**config.mk**
```make
export PLATFORM = sky130hd
export DESIGN_NAME = rs_int_issue_flat
export DESIGN_NICKNAME = d
export VERILOG_FILES = /design/src/rtl/rs_int_issue_if.sv /design/src/rtl/rs_int_issue.sv /design/src/flat_wrapper.sv
export SDC_FILE = /design/constraint.sdc
export NUM_CORES = 1
export LEC_CHECK = 0
export BUFFER_PORTS_ARGS = -buffer_cell sky130_fd_sc_hd__buf_4
export CORE_MARGIN = 5
export CORE_UTILIZATION = 45
export CTS_CLUSTER_DIAMETER = 80
export DETAILED_ROUTE_END_ITERATION = 8
export PLACE_DENSITY = 0.63
export REMOVE_ABC_BUFFERS = 1
export SETUP_SLACK_MARGIN = 0.02
export SYNTH_ARGS = -nofsm -noshare
export SYNTH_HDL_FRONTEND = slang
export SYNTH_SLANG_ARGS = --single-unit
```
**constraint.sdc**
```tcl
create_clock -name clk -period 15.4 [get_ports clk]
set_input_delay 0.77 -clock clk [delete_from_list [all_inputs] [get_ports clk]]
set_output_delay 0.77 -clock clk [all_outputs]
set_load 0.01 [all_outputs]
```
**src/rtl/rs_int_issue_if.sv**
```systemverilog
// Dispatch, CDB and issue-side signal bundle for rs_int_issue.
// slave is the station's view; master is the surrounding pipeline's view.
`ifndef ROB_ADDR_BUS
`define ROB_ADDR_BUS [4:0]
`endif
`ifndef OPGEN_BUS
`define OPGEN_BUS [3:0]
`endif
`ifndef SHAMT_BUS
`define SHAMT_BUS [4:0]
`endif
`ifndef DATA_BUS
`define DATA_BUS [31:0]
`endif

interface rs_int_issue_if;
  logic               alloc_valid;
  logic               alloc_ready;
  logic `ROB_ADDR_BUS alloc_rob_addr;
  logic `OPGEN_BUS    alloc_opgen;
  logic `SHAMT_BUS    alloc_shamt;
  logic               alloc_is_ref_1;
  logic               alloc_is_ref_2;
  logic `DATA_BUS     alloc_data_1;
  logic `DATA_BUS     alloc_data_2;
  logic               cdb_en;
  logic `DATA_BUS     cdb_ref_id;
  logic `DATA_BUS     cdb_data;
  logic               issue_valid;
  logic               issue_ready;
  logic `ROB_ADDR_BUS issue_rob_addr;
  logic `OPGEN_BUS    issue_opgen;
  logic `SHAMT_BUS    issue_shamt;
  logic `DATA_BUS     issue_data_1;
  logic `DATA_BUS     issue_data_2;

  modport master (
    output alloc_valid, alloc_rob_addr, alloc_opgen, alloc_shamt, alloc_is_ref_1,
           alloc_is_ref_2, alloc_data_1, alloc_data_2, cdb_en, cdb_ref_id, cdb_data,
           issue_ready,
    input  alloc_ready, issue_valid, issue_rob_addr, issue_opgen, issue_shamt,
           issue_data_1, issue_data_2
  );

  modport slave (
    input  alloc_valid, alloc_rob_addr, alloc_opgen, alloc_shamt, alloc_is_ref_1,
           alloc_is_ref_2, alloc_data_1, alloc_data_2, cdb_en, cdb_ref_id, cdb_data,
           issue_ready,
    output alloc_ready, issue_valid, issue_rob_addr, issue_opgen, issue_shamt,
           issue_data_1, issue_data_2
  );
endinterface

```
**src/rtl/rs_int_issue.sv**
```systemverilog
// Integer reservation station with CDB wakeup, age-matrix oldest-ready select and a registered
// issue slot. Optional macro RS_ALLOC_WAKEUP_EN captures a CDB result on the allocating op.
`ifndef ROB_ADDR_BUS
`define ROB_ADDR_BUS [4:0]
`endif
`ifndef OPGEN_BUS
`define OPGEN_BUS [3:0]
`endif
`ifndef SHAMT_BUS
`define SHAMT_BUS [4:0]
`endif
`ifndef DATA_BUS
`define DATA_BUS [31:0]
`endif

module rs_int_issue #(
  parameter int unsigned ENTRIES = 4,
  parameter int unsigned IDX_W   = 2
) (
  input  logic             clk,
  input  logic             rst,
  input  logic             flush,
  rs_int_issue_if.slave    bus,
  output logic [IDX_W:0]   free_count
);

  logic [ENTRIES-1:0] valid_q, ref1_q, ref2_q;
  logic `ROB_ADDR_BUS rob_q   [ENTRIES];
  logic `OPGEN_BUS    opgen_q [ENTRIES];
  logic `SHAMT_BUS    shamt_q [ENTRIES];
  logic `DATA_BUS     data1_q [ENTRIES];
  logic `DATA_BUS     data2_q [ENTRIES];
  // older_q[i][j] set means entry i was allocated before entry j
  logic [ENTRIES-1:0] older_q [ENTRIES];

  logic [IDX_W:0]     free_q;
  logic               iss_valid_q;
  logic `ROB_ADDR_BUS iss_rob_q;
  logic `OPGEN_BUS    iss_opgen_q;
  logic `SHAMT_BUS    iss_shamt_q;
  logic `DATA_BUS     iss_data1_q, iss_data2_q;

  logic [ENTRIES-1:0] ready, blocked;
  logic [IDX_W-1:0]   sel_idx, alloc_idx;
  logic               any_ready, slot_free, sel_fire, alloc_ready, alloc_fire;
  logic               a_hit1, a_hit2;

  assign ready     = valid_q & ~ref1_q & ~ref2_q;
  assign any_ready = |ready;
  assign slot_free = ~iss_valid_q | bus.issue_ready;
  assign sel_fire  = slot_free & any_ready & ~flush;

  // An entry is selectable only if no older entry is also ready.
  always_comb begin
    blocked = '0;
    sel_idx = '0;
    for (int i = 0; i < ENTRIES; i++) begin
      for (int j = 0; j < ENTRIES; j++) begin
        if (ready[j] && older_q[j][i]) blocked[i] = 1'b1;
      end
    end
    for (int i = ENTRIES - 1; i >= 0; i--) begin
      if (ready[i] && !blocked[i]) sel_idx = IDX_W'(i);
    end
  end

  always_comb begin
    alloc_idx = '0;
    for (int i = ENTRIES - 1; i >= 0; i--) begin
      if (!valid_q[i]) alloc_idx = IDX_W'(i);
    end
  end

`ifdef RS_ALLOC_WAKEUP_EN
  assign a_hit1 = bus.cdb_en & bus.alloc_is_ref_1 & (bus.alloc_data_1 == bus.cdb_ref_id);
  assign a_hit2 = bus.cdb_en & bus.alloc_is_ref_2 & (bus.alloc_data_2 == bus.cdb_ref_id);
  assign alloc_ready = (free_q != '0) & ~flush;
`else
  assign a_hit1 = 1'b0;
  assign a_hit2 = 1'b0;
  // Never allocate during a broadcast, so no in-flight result can be missed.
  assign alloc_ready = (free_q != '0) & ~flush & ~bus.cdb_en;
`endif

  assign alloc_fire = bus.alloc_valid & alloc_ready;

  always_ff @(posedge clk or posedge rst) begin
    if (rst) begin
      valid_q <= '0;
      ref1_q  <= '0;
      ref2_q  <= '0;
      for (int i = 0; i < ENTRIES; i++) begin
        rob_q[i]   <= '0;
        opgen_q[i] <= '0;
        shamt_q[i] <= '0;
        data1_q[i] <= '0;
        data2_q[i] <= '0;
        older_q[i] <= '0;
      end
    end else if (flush) begin
      valid_q <= '0;
    end else begin
      for (int i = 0; i < ENTRIES; i++) begin
        if (bus.cdb_en && valid_q[i] && ref1_q[i] && data1_q[i] == bus.cdb_ref_id) begin
          data1_q[i] <= bus.cdb_data;
          ref1_q[i]  <= 1'b0;
        end
        if (bus.cdb_en && valid_q[i] && ref2_q[i] && data2_q[i] == bus.cdb_ref_id) begin
          data2_q[i] <= bus.cdb_data;
          ref2_q[i]  <= 1'b0;
        end
      end
      if (sel_fire) valid_q[sel_idx] <= 1'b0;
      if (alloc_fire) begin
        valid_q[alloc_idx] <= 1'b1;
        rob_q[alloc_idx]   <= bus.alloc_rob_addr;
        opgen_q[alloc_idx] <= bus.alloc_opgen;
        shamt_q[alloc_idx] <= bus.alloc_shamt;
        ref1_q[alloc_idx]  <= bus.alloc_is_ref_1 & ~a_hit1;
        ref2_q[alloc_idx]  <= bus.alloc_is_ref_2 & ~a_hit2;
        data1_q[alloc_idx] <= a_hit1 ? bus.cdb_data : bus.alloc_data_1;
        data2_q[alloc_idx] <= a_hit2 ? bus.cdb_data : bus.alloc_data_2;
        for (int j = 0; j < ENTRIES; j++) older_q[j][alloc_idx] <= valid_q[j];
        older_q[alloc_idx] <= '0;
      end
    end
  end

  always_ff @(posedge clk or posedge rst) begin
    if (rst) begin
      iss_valid_q <= 1'b0;
      iss_rob_q   <= '0;
      iss_opgen_q <= '0;
      iss_shamt_q <= '0;
      iss_data1_q <= '0;
      iss_data2_q <= '0;
    end else if (flush) begin
      iss_valid_q <= 1'b0;
    end else if (sel_fire) begin
      iss_valid_q <= 1'b1;
      iss_rob_q   <= rob_q[sel_idx];
      iss_opgen_q <= opgen_q[sel_idx];
      iss_shamt_q <= shamt_q[sel_idx];
      iss_data1_q <= data1_q[sel_idx];
      iss_data2_q <= data2_q[sel_idx];
    end else if (bus.issue_ready) begin
      iss_valid_q <= 1'b0;
    end
  end

  always_ff @(posedge clk or posedge rst) begin
    if (rst) begin
      free_q <= (IDX_W + 1)'(ENTRIES);
    end else if (flush) begin
      free_q <= (IDX_W + 1)'(ENTRIES);
    end else begin
      free_q <= free_q + {{IDX_W{1'b0}}, sel_fire} - {{IDX_W{1'b0}}, alloc_fire};
    end
  end

  assign free_count         = free_q;
  assign bus.alloc_ready    = alloc_ready;
  assign bus.issue_valid    = iss_valid_q;
  assign bus.issue_rob_addr = iss_rob_q;
  assign bus.issue_opgen    = iss_opgen_q;
  assign bus.issue_shamt    = iss_shamt_q;
  assign bus.issue_data_1   = iss_data1_q;
  assign bus.issue_data_2   = iss_data2_q;

endmodule

```
**src/flat_wrapper.sv**
```systemverilog
// flat-port wrapper written by rule: the top's interface ports become plain ports
module rs_int_issue_flat 
#(
  parameter int unsigned ENTRIES = 4,
  parameter int unsigned IDX_W   = 2
)
  (clk, rst, flush, free_count, bus_alloc_valid, bus_alloc_rob_addr, bus_alloc_opgen, bus_alloc_shamt, bus_alloc_is_ref_1, bus_alloc_is_ref_2, bus_alloc_data_1, bus_alloc_data_2, bus_cdb_en, bus_cdb_ref_id, bus_cdb_data, bus_issue_ready, bus_alloc_ready, bus_issue_valid, bus_issue_rob_addr, bus_issue_opgen, bus_issue_shamt, bus_issue_data_1, bus_issue_data_2);
  rs_int_issue_if bus_i ();
  input  logic clk;
  input  logic rst;
  input  logic flush;
  output logic [IDX_W:0] free_count;
  input wire logic [$bits(bus_i.alloc_valid)-1:0] bus_alloc_valid;
  input wire logic [$bits(bus_i.alloc_rob_addr)-1:0] bus_alloc_rob_addr;
  input wire logic [$bits(bus_i.alloc_opgen)-1:0] bus_alloc_opgen;
  input wire logic [$bits(bus_i.alloc_shamt)-1:0] bus_alloc_shamt;
  input wire logic [$bits(bus_i.alloc_is_ref_1)-1:0] bus_alloc_is_ref_1;
  input wire logic [$bits(bus_i.alloc_is_ref_2)-1:0] bus_alloc_is_ref_2;
  input wire logic [$bits(bus_i.alloc_data_1)-1:0] bus_alloc_data_1;
  input wire logic [$bits(bus_i.alloc_data_2)-1:0] bus_alloc_data_2;
  input wire logic [$bits(bus_i.cdb_en)-1:0] bus_cdb_en;
  input wire logic [$bits(bus_i.cdb_ref_id)-1:0] bus_cdb_ref_id;
  input wire logic [$bits(bus_i.cdb_data)-1:0] bus_cdb_data;
  input wire logic [$bits(bus_i.issue_ready)-1:0] bus_issue_ready;
  output wire logic [$bits(bus_i.alloc_ready)-1:0] bus_alloc_ready;
  output wire logic [$bits(bus_i.issue_valid)-1:0] bus_issue_valid;
  output wire logic [$bits(bus_i.issue_rob_addr)-1:0] bus_issue_rob_addr;
  output wire logic [$bits(bus_i.issue_opgen)-1:0] bus_issue_opgen;
  output wire logic [$bits(bus_i.issue_shamt)-1:0] bus_issue_shamt;
  output wire logic [$bits(bus_i.issue_data_1)-1:0] bus_issue_data_1;
  output wire logic [$bits(bus_i.issue_data_2)-1:0] bus_issue_data_2;
  assign bus_i.alloc_valid = bus_alloc_valid;
  assign bus_i.alloc_rob_addr = bus_alloc_rob_addr;
  assign bus_i.alloc_opgen = bus_alloc_opgen;
  assign bus_i.alloc_shamt = bus_alloc_shamt;
  assign bus_i.alloc_is_ref_1 = bus_alloc_is_ref_1;
  assign bus_i.alloc_is_ref_2 = bus_alloc_is_ref_2;
  assign bus_i.alloc_data_1 = bus_alloc_data_1;
  assign bus_i.alloc_data_2 = bus_alloc_data_2;
  assign bus_i.cdb_en = bus_cdb_en;
  assign bus_i.cdb_ref_id = bus_cdb_ref_id;
  assign bus_i.cdb_data = bus_cdb_data;
  assign bus_i.issue_ready = bus_issue_ready;
  assign bus_alloc_ready = bus_i.alloc_ready;
  assign bus_issue_valid = bus_i.issue_valid;
  assign bus_issue_rob_addr = bus_i.issue_rob_addr;
  assign bus_issue_opgen = bus_i.issue_opgen;
  assign bus_issue_shamt = bus_i.issue_shamt;
  assign bus_issue_data_1 = bus_i.issue_data_1;
  assign bus_issue_data_2 = bus_i.issue_data_2;
  rs_int_issue #(.ENTRIES(ENTRIES), .IDX_W(IDX_W)) u_core (.clk(clk), .rst(rst), .flush(flush), .bus(bus_i), .free_count(free_count));
endmodule
```
Yosys cells after proc, flatten, opt, wreduce, memory -nomap -nowiden

Index checks and enable logic that the tools add are counted.

Add/sub/neg operators: 2
Mux-type cells: 104
Equal/unequal tests: 8
Reductions and logical operators: 52
Bitwise gates (word level): 20
Magnitude comparators: 7

Operators with widths:

| kind               | count |
|---|---|
| $mux 32            | 21 |
| $bwmux 128         | 2 |
| $eq 32x32->1       | 8 |
| $mux 128           | 2 |
| $bmux 32 s2        | 2 |
| $demux 32 s2       | 1 |
| $logic_and 1x1->1  | 43 |
| $bwmux 20          | 2 |
| $mux 1             | 37 |
| $mux 4             | 9 |
| $mux 5             | 5 |
| $bwmux 4           | 6 |
| $bmux 5 s2         | 2 |
| $and 16x16->16     | 1 |
| $bwmux 16          | 1 |
| $mux 2             | 8 |
| $not 16->16        | 1 |
| $and 4x4->4        | 3 |
| $not 4->4          | 3 |
| $demux 5 s2        | 1 |
| $bmux 4 s2         | 1 |
| $demux 4 s2        | 1 |
| $ge 3x3->1 const B | 2 |
| $lt 2x3->1 const B | 2 |
| 15 further kinds   | 29 |

Word-level logic and storage cells: 227
Output and inout port bits: 83
Input bits: 150
Flip-flop bits (word level): 422

Longest topological paths before layout

Depth in word-level cells: 25
Depth in mapped cells: 12
Mapped depth without buffers: 10

Worst setup path before layout

OpenSTA, ideal clock, no wires.

Path kind: input -> register
Start: in flush
End: reg u_core.free_q[1], in the netlist u_core.free_count[1]
Cell stages on the path: 8
Data required time: 15.268 ns
Setup slack: 12.661 ns
Arrival: 2.607 ns
Path through: clkbuf_1 or3_1 clkinv_1 buf_2 clkbuf_1 ha_1 fa_1 nor2b_1

Cells in the longest elaborated chain, start to end: 6
Elaborated cells on any way between the ends: 8

RTL lines:

| what                                                | line                | text |
|---|---|---|
| start: declaration                                  | flat_wrapper.sv:11  | `input logic flush;` |
| branches (longest 5 deep; another with $add 3x1->3) | -                   |  |
| $mux 3 *                                            | rs_int_issue.sv:154 | `end else if (flush) begin` |
| end signal: assignment                              | rs_int_issue.sv:153 | `free_q <= (IDX_W + 1)'(ENTRIES);` |
| end signal: assignment                              | rs_int_issue.sv:155 | `free_q <= (IDX_W + 1)'(ENTRIES);` |
| end signal: assignment                              | rs_int_issue.sv:157 | `free_q <= free_q + {{IDX_W{1'b0}}, sel_fire} - {{IDX_W{1'b0}}, alloc_fire};` |
| end: declaration                                    | rs_int_issue.sv:36  | `logic [IDX_W:0] free_q;` |

Every way passes the cells marked *.
A chain may end at the register's enable or synchronous reset.

Worst setup path after layout

Start: reg u_core.valid_q[0]
End: reg u_core.valid_q[2]

Cells in the longest elaborated chain, start to end: 24
Elaborated cells on any way between the ends: 55

RTL lines:

| what                                                                  | line                | text |
|---|---|---|
| start: declaration                                                    | rs_int_issue.sv:27  | `logic [ENTRIES-1:0] valid_q, ref1_q, ref2_q;` |
| start signal: assignment                                              | rs_int_issue.sv:89  | `valid_q <= '0;` |
| start signal: assignment                                              | rs_int_issue.sv:101 | `valid_q <= '0;` |
| start signal: indexed assignment                                      | rs_int_issue.sv:113 | `if (sel_fire) valid_q[sel_idx] <= 1'b0;` |
| $and 4x4->4 (2 in a row)                                              | rs_int_issue.sv:48  | `assign ready = valid_q & ~ref1_q & ~ref2_q;` |
| $logic_and 1x1->1                                                     | rs_int_issue.sv:59  | `if (ready[j] && older_q[j][i]) blocked[i] = 1'b1;` |
| $mux 1 (4 in a row)                                                   | rs_int_issue.sv:59  |  |
| $logic_not 1->1                                                       | rs_int_issue.sv:63  | `if (ready[i] && !blocked[i]) sel_idx = IDX_W'(i);` |
| $logic_and 1x1->1                                                     | rs_int_issue.sv:63  |  |
| $mux 2 (4 in a row)                                                   | rs_int_issue.sv:63  |  |
| $lt 2x3->1 (implied by the code) / $ge 2x1->1 (equally long branches) | rs_int_issue.sv:113 |  |
| $logic_and 1x1->1 (implied by the code)                               | rs_int_issue.sv:113 |  |
| $mux 1 (implied by the code)                                          | rs_int_issue.sv:113 |  |
| $demux 1 s2                                                           | -                   |  |
| $not 4->4 (no line)                                                   | -                   |  |
| $and 4x4->4 (no line)                                                 | -                   |  |
| $mux 4                                                                | rs_int_issue.sv:113 |  |
| $mux 4                                                                | rs_int_issue.sv:100 | `end else if (flush) begin` |
| $or 4x4->4 (no line)                                                  | -                   |  |
| $mux 4 *                                                              | rs_int_issue.sv:114 | `if (alloc_fire) begin` |
| $mux 4 *                                                              | rs_int_issue.sv:100 |  |

Every way passes the cells marked *; elsewhere a longest branch is shown, timed or not. The select of a mux whose other input is x is not followed.

==> results.sh <==
export IMPL_cp_top_family="buffers and inverters"
export IMPL_drt_first_iter_violations=3931
export IMPL_p_per_area_mw_per_mm2=142
export IMPL_initial_core_util=0.456
export IMPL_io_pins=233
export IMPL_cap_violations=0
export IMPL_cts_root_buf="clkbuf_16"
export IMPL_max_freq_mhz=246
export IMPL_area_growth_pct=15.3
export IMPL_power_leakage_nw=11.6
export IMPL_worst_pin_slew_ps=1220
export IMPL_vias=21200
export IMPL_cp_slowest_cell="buf_4"
export IMPL_avgViaCountPerCell=6.58
export IMPL_finalCritPeriodShare=0.264
export IMPL_die_w_um=233
export IMPL_gp_congestion=1.02
export IMPL_ant_nets=0
export IMPL_crit_buf_inv=3
export IMPL_fillerInstances=4528
export IMPL_drcViolationCount=0
export IMPL_synth_edf_count=0
export IMPL_hold_violations=0
export IMPL_antenna_found_initial=0
export IMPL_crit_fanout=62
export IMPL_routed_wl_um=94500
export IMPL_status="complete, no violations"
export IMPL_required_ps=15880
export IMPL_cts_resized=0
export IMPL_cts_setup_buffers=0
export IMPL_grt_start_max_net_pins=159
export IMPL_pre_cts_ws_ps=11260
export IMPL_nets=2673
export IMPL_synthArstFlopShare=1.00
export IMPL_num_rows=81
export IMPL_clk_latency_ps=610
export IMPL_core_area_sq_mm=0.0492
export IMPL_timing_clock_skew_ps=22.8
export IMPL_drv_slew=0
export IMPL_yosysSeqAreaShare=0.471
export IMPL_setup_viol=0
export IMPL_cts_sinks=422
export IMPL_worst_ep_arrival_time_ps=4540
export IMPL_cts_inserted_buffers=47
export IMPL_grt_pass1_wl_um=138000
export IMPL_yosys_warnings=0
export IMPL_first_global_vias=20300
export IMPL_slew_limit_headroom=0.189
export IMPL_io_buffers=232
export IMPL_die_h_um=233
export IMPL_ys_flop_type="dfrtp_1"
export IMPL_rsz0062_at_grt="no"
export IMPL_drive_above_1_share=0.157
export IMPL_finalWorstSetupSlack_ps=11340
export IMPL_wire_per_inst_um=29.4
export IMPL_irDropWorstVdd_mv=0.0733
export IMPL_grt_overflow=0
export IMPL_critical_path_max_stage_delay_ps=710
export IMPL_htree_levels=2
export IMPL_hold_buffers=0
export IMPL_end_kind="flop"
export IMPL_cts_tree="built"
export IMPL_ys_types=61
export IMPL_dpl_hpwl_um=60200
export IMPL_path_cells="nor3b_1 > nor4_1 > or3_1 > inv_4 > buf_4 > buf_4 > nand3_1 > a21oi_1 > nor2_1"
export IMPL_syn_area_per_cell_sq_um=9.16
export IMPL_diodes=0
export IMPL_drt_pre_antenna_iters=7
export IMPL_clk_pin_slew_ps=60
export IMPL_dieArea_sq_mm=0.0544
export IMPL_clockBufferDepth=3
export IMPL_worst_path_most_repeated_cell="buf_4"
export IMPL_grt_usage=0.337
export IMPL_timing_setup_tns_ps=0
export IMPL_critical_path_class="flop to flop"
export IMPL_post_route_min_period_ps=4060
export IMPL_syn_area_sq_mm=0.0224
export IMPL_synth_seq_cells=422
export IMPL_hp_class="input pin to asynchronous set/reset pin"
export IMPL_synth_cells=2448
export IMPL_start_kind="flop"
export IMPL_hold_slack_ps=350
-- cells in the mapped netlist, types with 2 or more instances --
cell	instances	area (sq um)
clkbuf_1	173	649
nor3_1	19	95.1
nor4_1	24	150
xnor2_1	184	1610
nor3b_1	4	30.0
buf_1	4	15.0
nand4_1	44	275
xor2_1	68	596
ha_1	2	25.0
o21bai_1	2	15.0
buf_6	6	67.6
o221a_1	30	338
nand2_1	176	661
or3_1	2	12.5
o221a_2	2	22.5
nor4_4	2	42.5
dfrtp_1	421	10500
o22ai_1	225	1410
buf_2	51	255
nand3_1	22	110
nor4bb_1	8	80.1
a31oi_1	156	976
and2_1	5	31.3
or4_1	2	15.0
a21o_1	6	45.0
nand2b_1	2	12.5
inv_1	234	878
a22o_1	8	70.1
o21ai_0	2	10.0
and3_1	77	482
a22oi_1	2	15.0
o211ai_1	2	15.0
or4b_1	3	30.0
nor2b_1	6	37.5
or2_2	32	200
nor2_1	99	372
nand4b_1	6	52.6
a222oi_1	77	771
a21oi_1	234	1170
buf_4	5	37.5
-- where the power goes --
| part | internal, mW | switching, mW | leakage [nW] | total (mW) |
|---|---|---|---|---|
| clock | 0.663 | 0.485 | 0.768 | 1.15 |
| combinational | 0.436 | 0.497 | 6.24 | 0.933 |
| sequential | 1.35 | 0.250 | 4.62 | 1.60 |
-- cell families (layout without fill, tap and decap cells) --
logic type / count (synthesis) / in the layout / synth area share
multiplexers: 1 / 1 / 0.000502
XOR/XNOR: 252 / 252 / 0.0984
buffers and inverters: 475 / 582 / 0.0852
AND/OR/NAND/NOR: 540 / 540 / 0.123
flip-flops: 422 / 422 / 0.471
AO/OA/AOI/OAI: 755 / 755 / 0.220
adder cells (fa/ha/maj): 3 / 3 / 0.00201
-- cell usage in the layout, fill, tap and decap left out, drive strengths merged, types with 3 or more instances in the layout --
cell | netlist | routed
xor2 | 68 | 68
and3 | 77 | 77
nor3 | 20 | 20
or4b | 3 | 3
nand3 | 22 | 22
nor3b | 4 | 4
a22o | 8 | 8
nor4bb | 8 | 8
nand4 | 44 | 44
nor4 | 27 | 27
clkinv | 1 | 11
nand2 | 177 | 177
nand4b | 6 | 6
a222oi | 77 | 77
a21oi | 235 | 235
buf | 66 | 262
a31oi | 156 | 156
nor2b | 6 | 6
inv | 235 | 237
o22ai | 225 | 225
o221a | 32 | 32
dfrtp | 421 | 421
and2 | 5 | 5
nor2 | 100 | 100
clkbuf | 173 | 70
or2 | 33 | 33
xnor2 | 184 | 184
a21o | 6 | 6
-- sequential cells by signal, indices dropped and copies added (netlist names), 5 cells and up --
name                       flops
u_core.bus.issue_data_1       32
u_core.bus.issue_data_2       32
u_core.bus.issue_rob_addr      5
u_core.bus.issue_shamt         5
u_core.data1_q               128
u_core.data2_q               128
u_core.older_q                16
u_core.opgen_q                16
u_core.rob_q                  20
u_core.shamt_q                20
-- final cells by class --
cell class                 count  area (sq um)  area share
sequential                   422         10600       0.409
multi-input combinational   1551         10000       0.388
timing repair buffer         262          1980      0.0766
clock buffer                  70          1400      0.0543
inverter                     236           896      0.0347
tap                          664           831      0.0321
clock inverter                14           135     0.00523
-- path summary, 6_finish.rpt --
kind / from / to / slack (ps) / depth (start not counted)
min in group clk: bus_alloc_rob_addr[2] / u_core.rob_q[17]$_DFFE_PP0P_ / 390 / 3
hold reg to reg: u_core.rob_q[11]$_DFFE_PP0P_ / u_core.rob_q[11]$_DFFE_PP0P_ / 470 / 2
max in group asynchronous: rst / u_core.data1_q[104]$_DFFE_PP0N_ / 12630 / 4
setup reg to reg: u_core.valid_q[0]$_DFF_PP0_ / u_core.valid_q[2]$_DFF_PP0_ / 11340 / 9
setup / recovery: u_core.valid_q[0]$_DFF_PP0_ / u_core.valid_q[2]$_DFF_PP0_ / 11340 / 9
hold / removal: rst / u_core.bus.issue_data_1[29]$_DFFE_PP0P_ / 350 / 2
-- layer usage --
layer | track usage | share of wire | wire, um | vias up
met3 | 0.0878 | 0.13 | 12000 | 293
met4 | 0.157 | 0.051 | 4790 | 0
li1 | - | - | - | 8888
met5 | 0 | 0 | 0 | -
met2 | 0.506 | 0.44 | 41600 | 1620
met1 | 0.459 | 0.38 | 36100 | 10400
-- worst register-to-register path: cells and delay by family, from the launching register on --
family	cells	cell delay, ps
compound gates	1	180
buf+inv	3	1830
flops	1	670
simple gates	5	1250
-- per-stage QoR --
stage	total power, mW	area [sq um]	util	std cells
4_1_cts	3.67	25800	0.526	3219
6_report	3.68	25800	0.526	3219
2_1_floorplan	2.04	21400	-	2209
3_5_place_dp	2.53	24300	0.495	3135
5_1_grt	3.83	25800	0.526	3219
3_3_place_gp	2.51	24300	0.495	3135
Power figures use the tool's default switching activity.
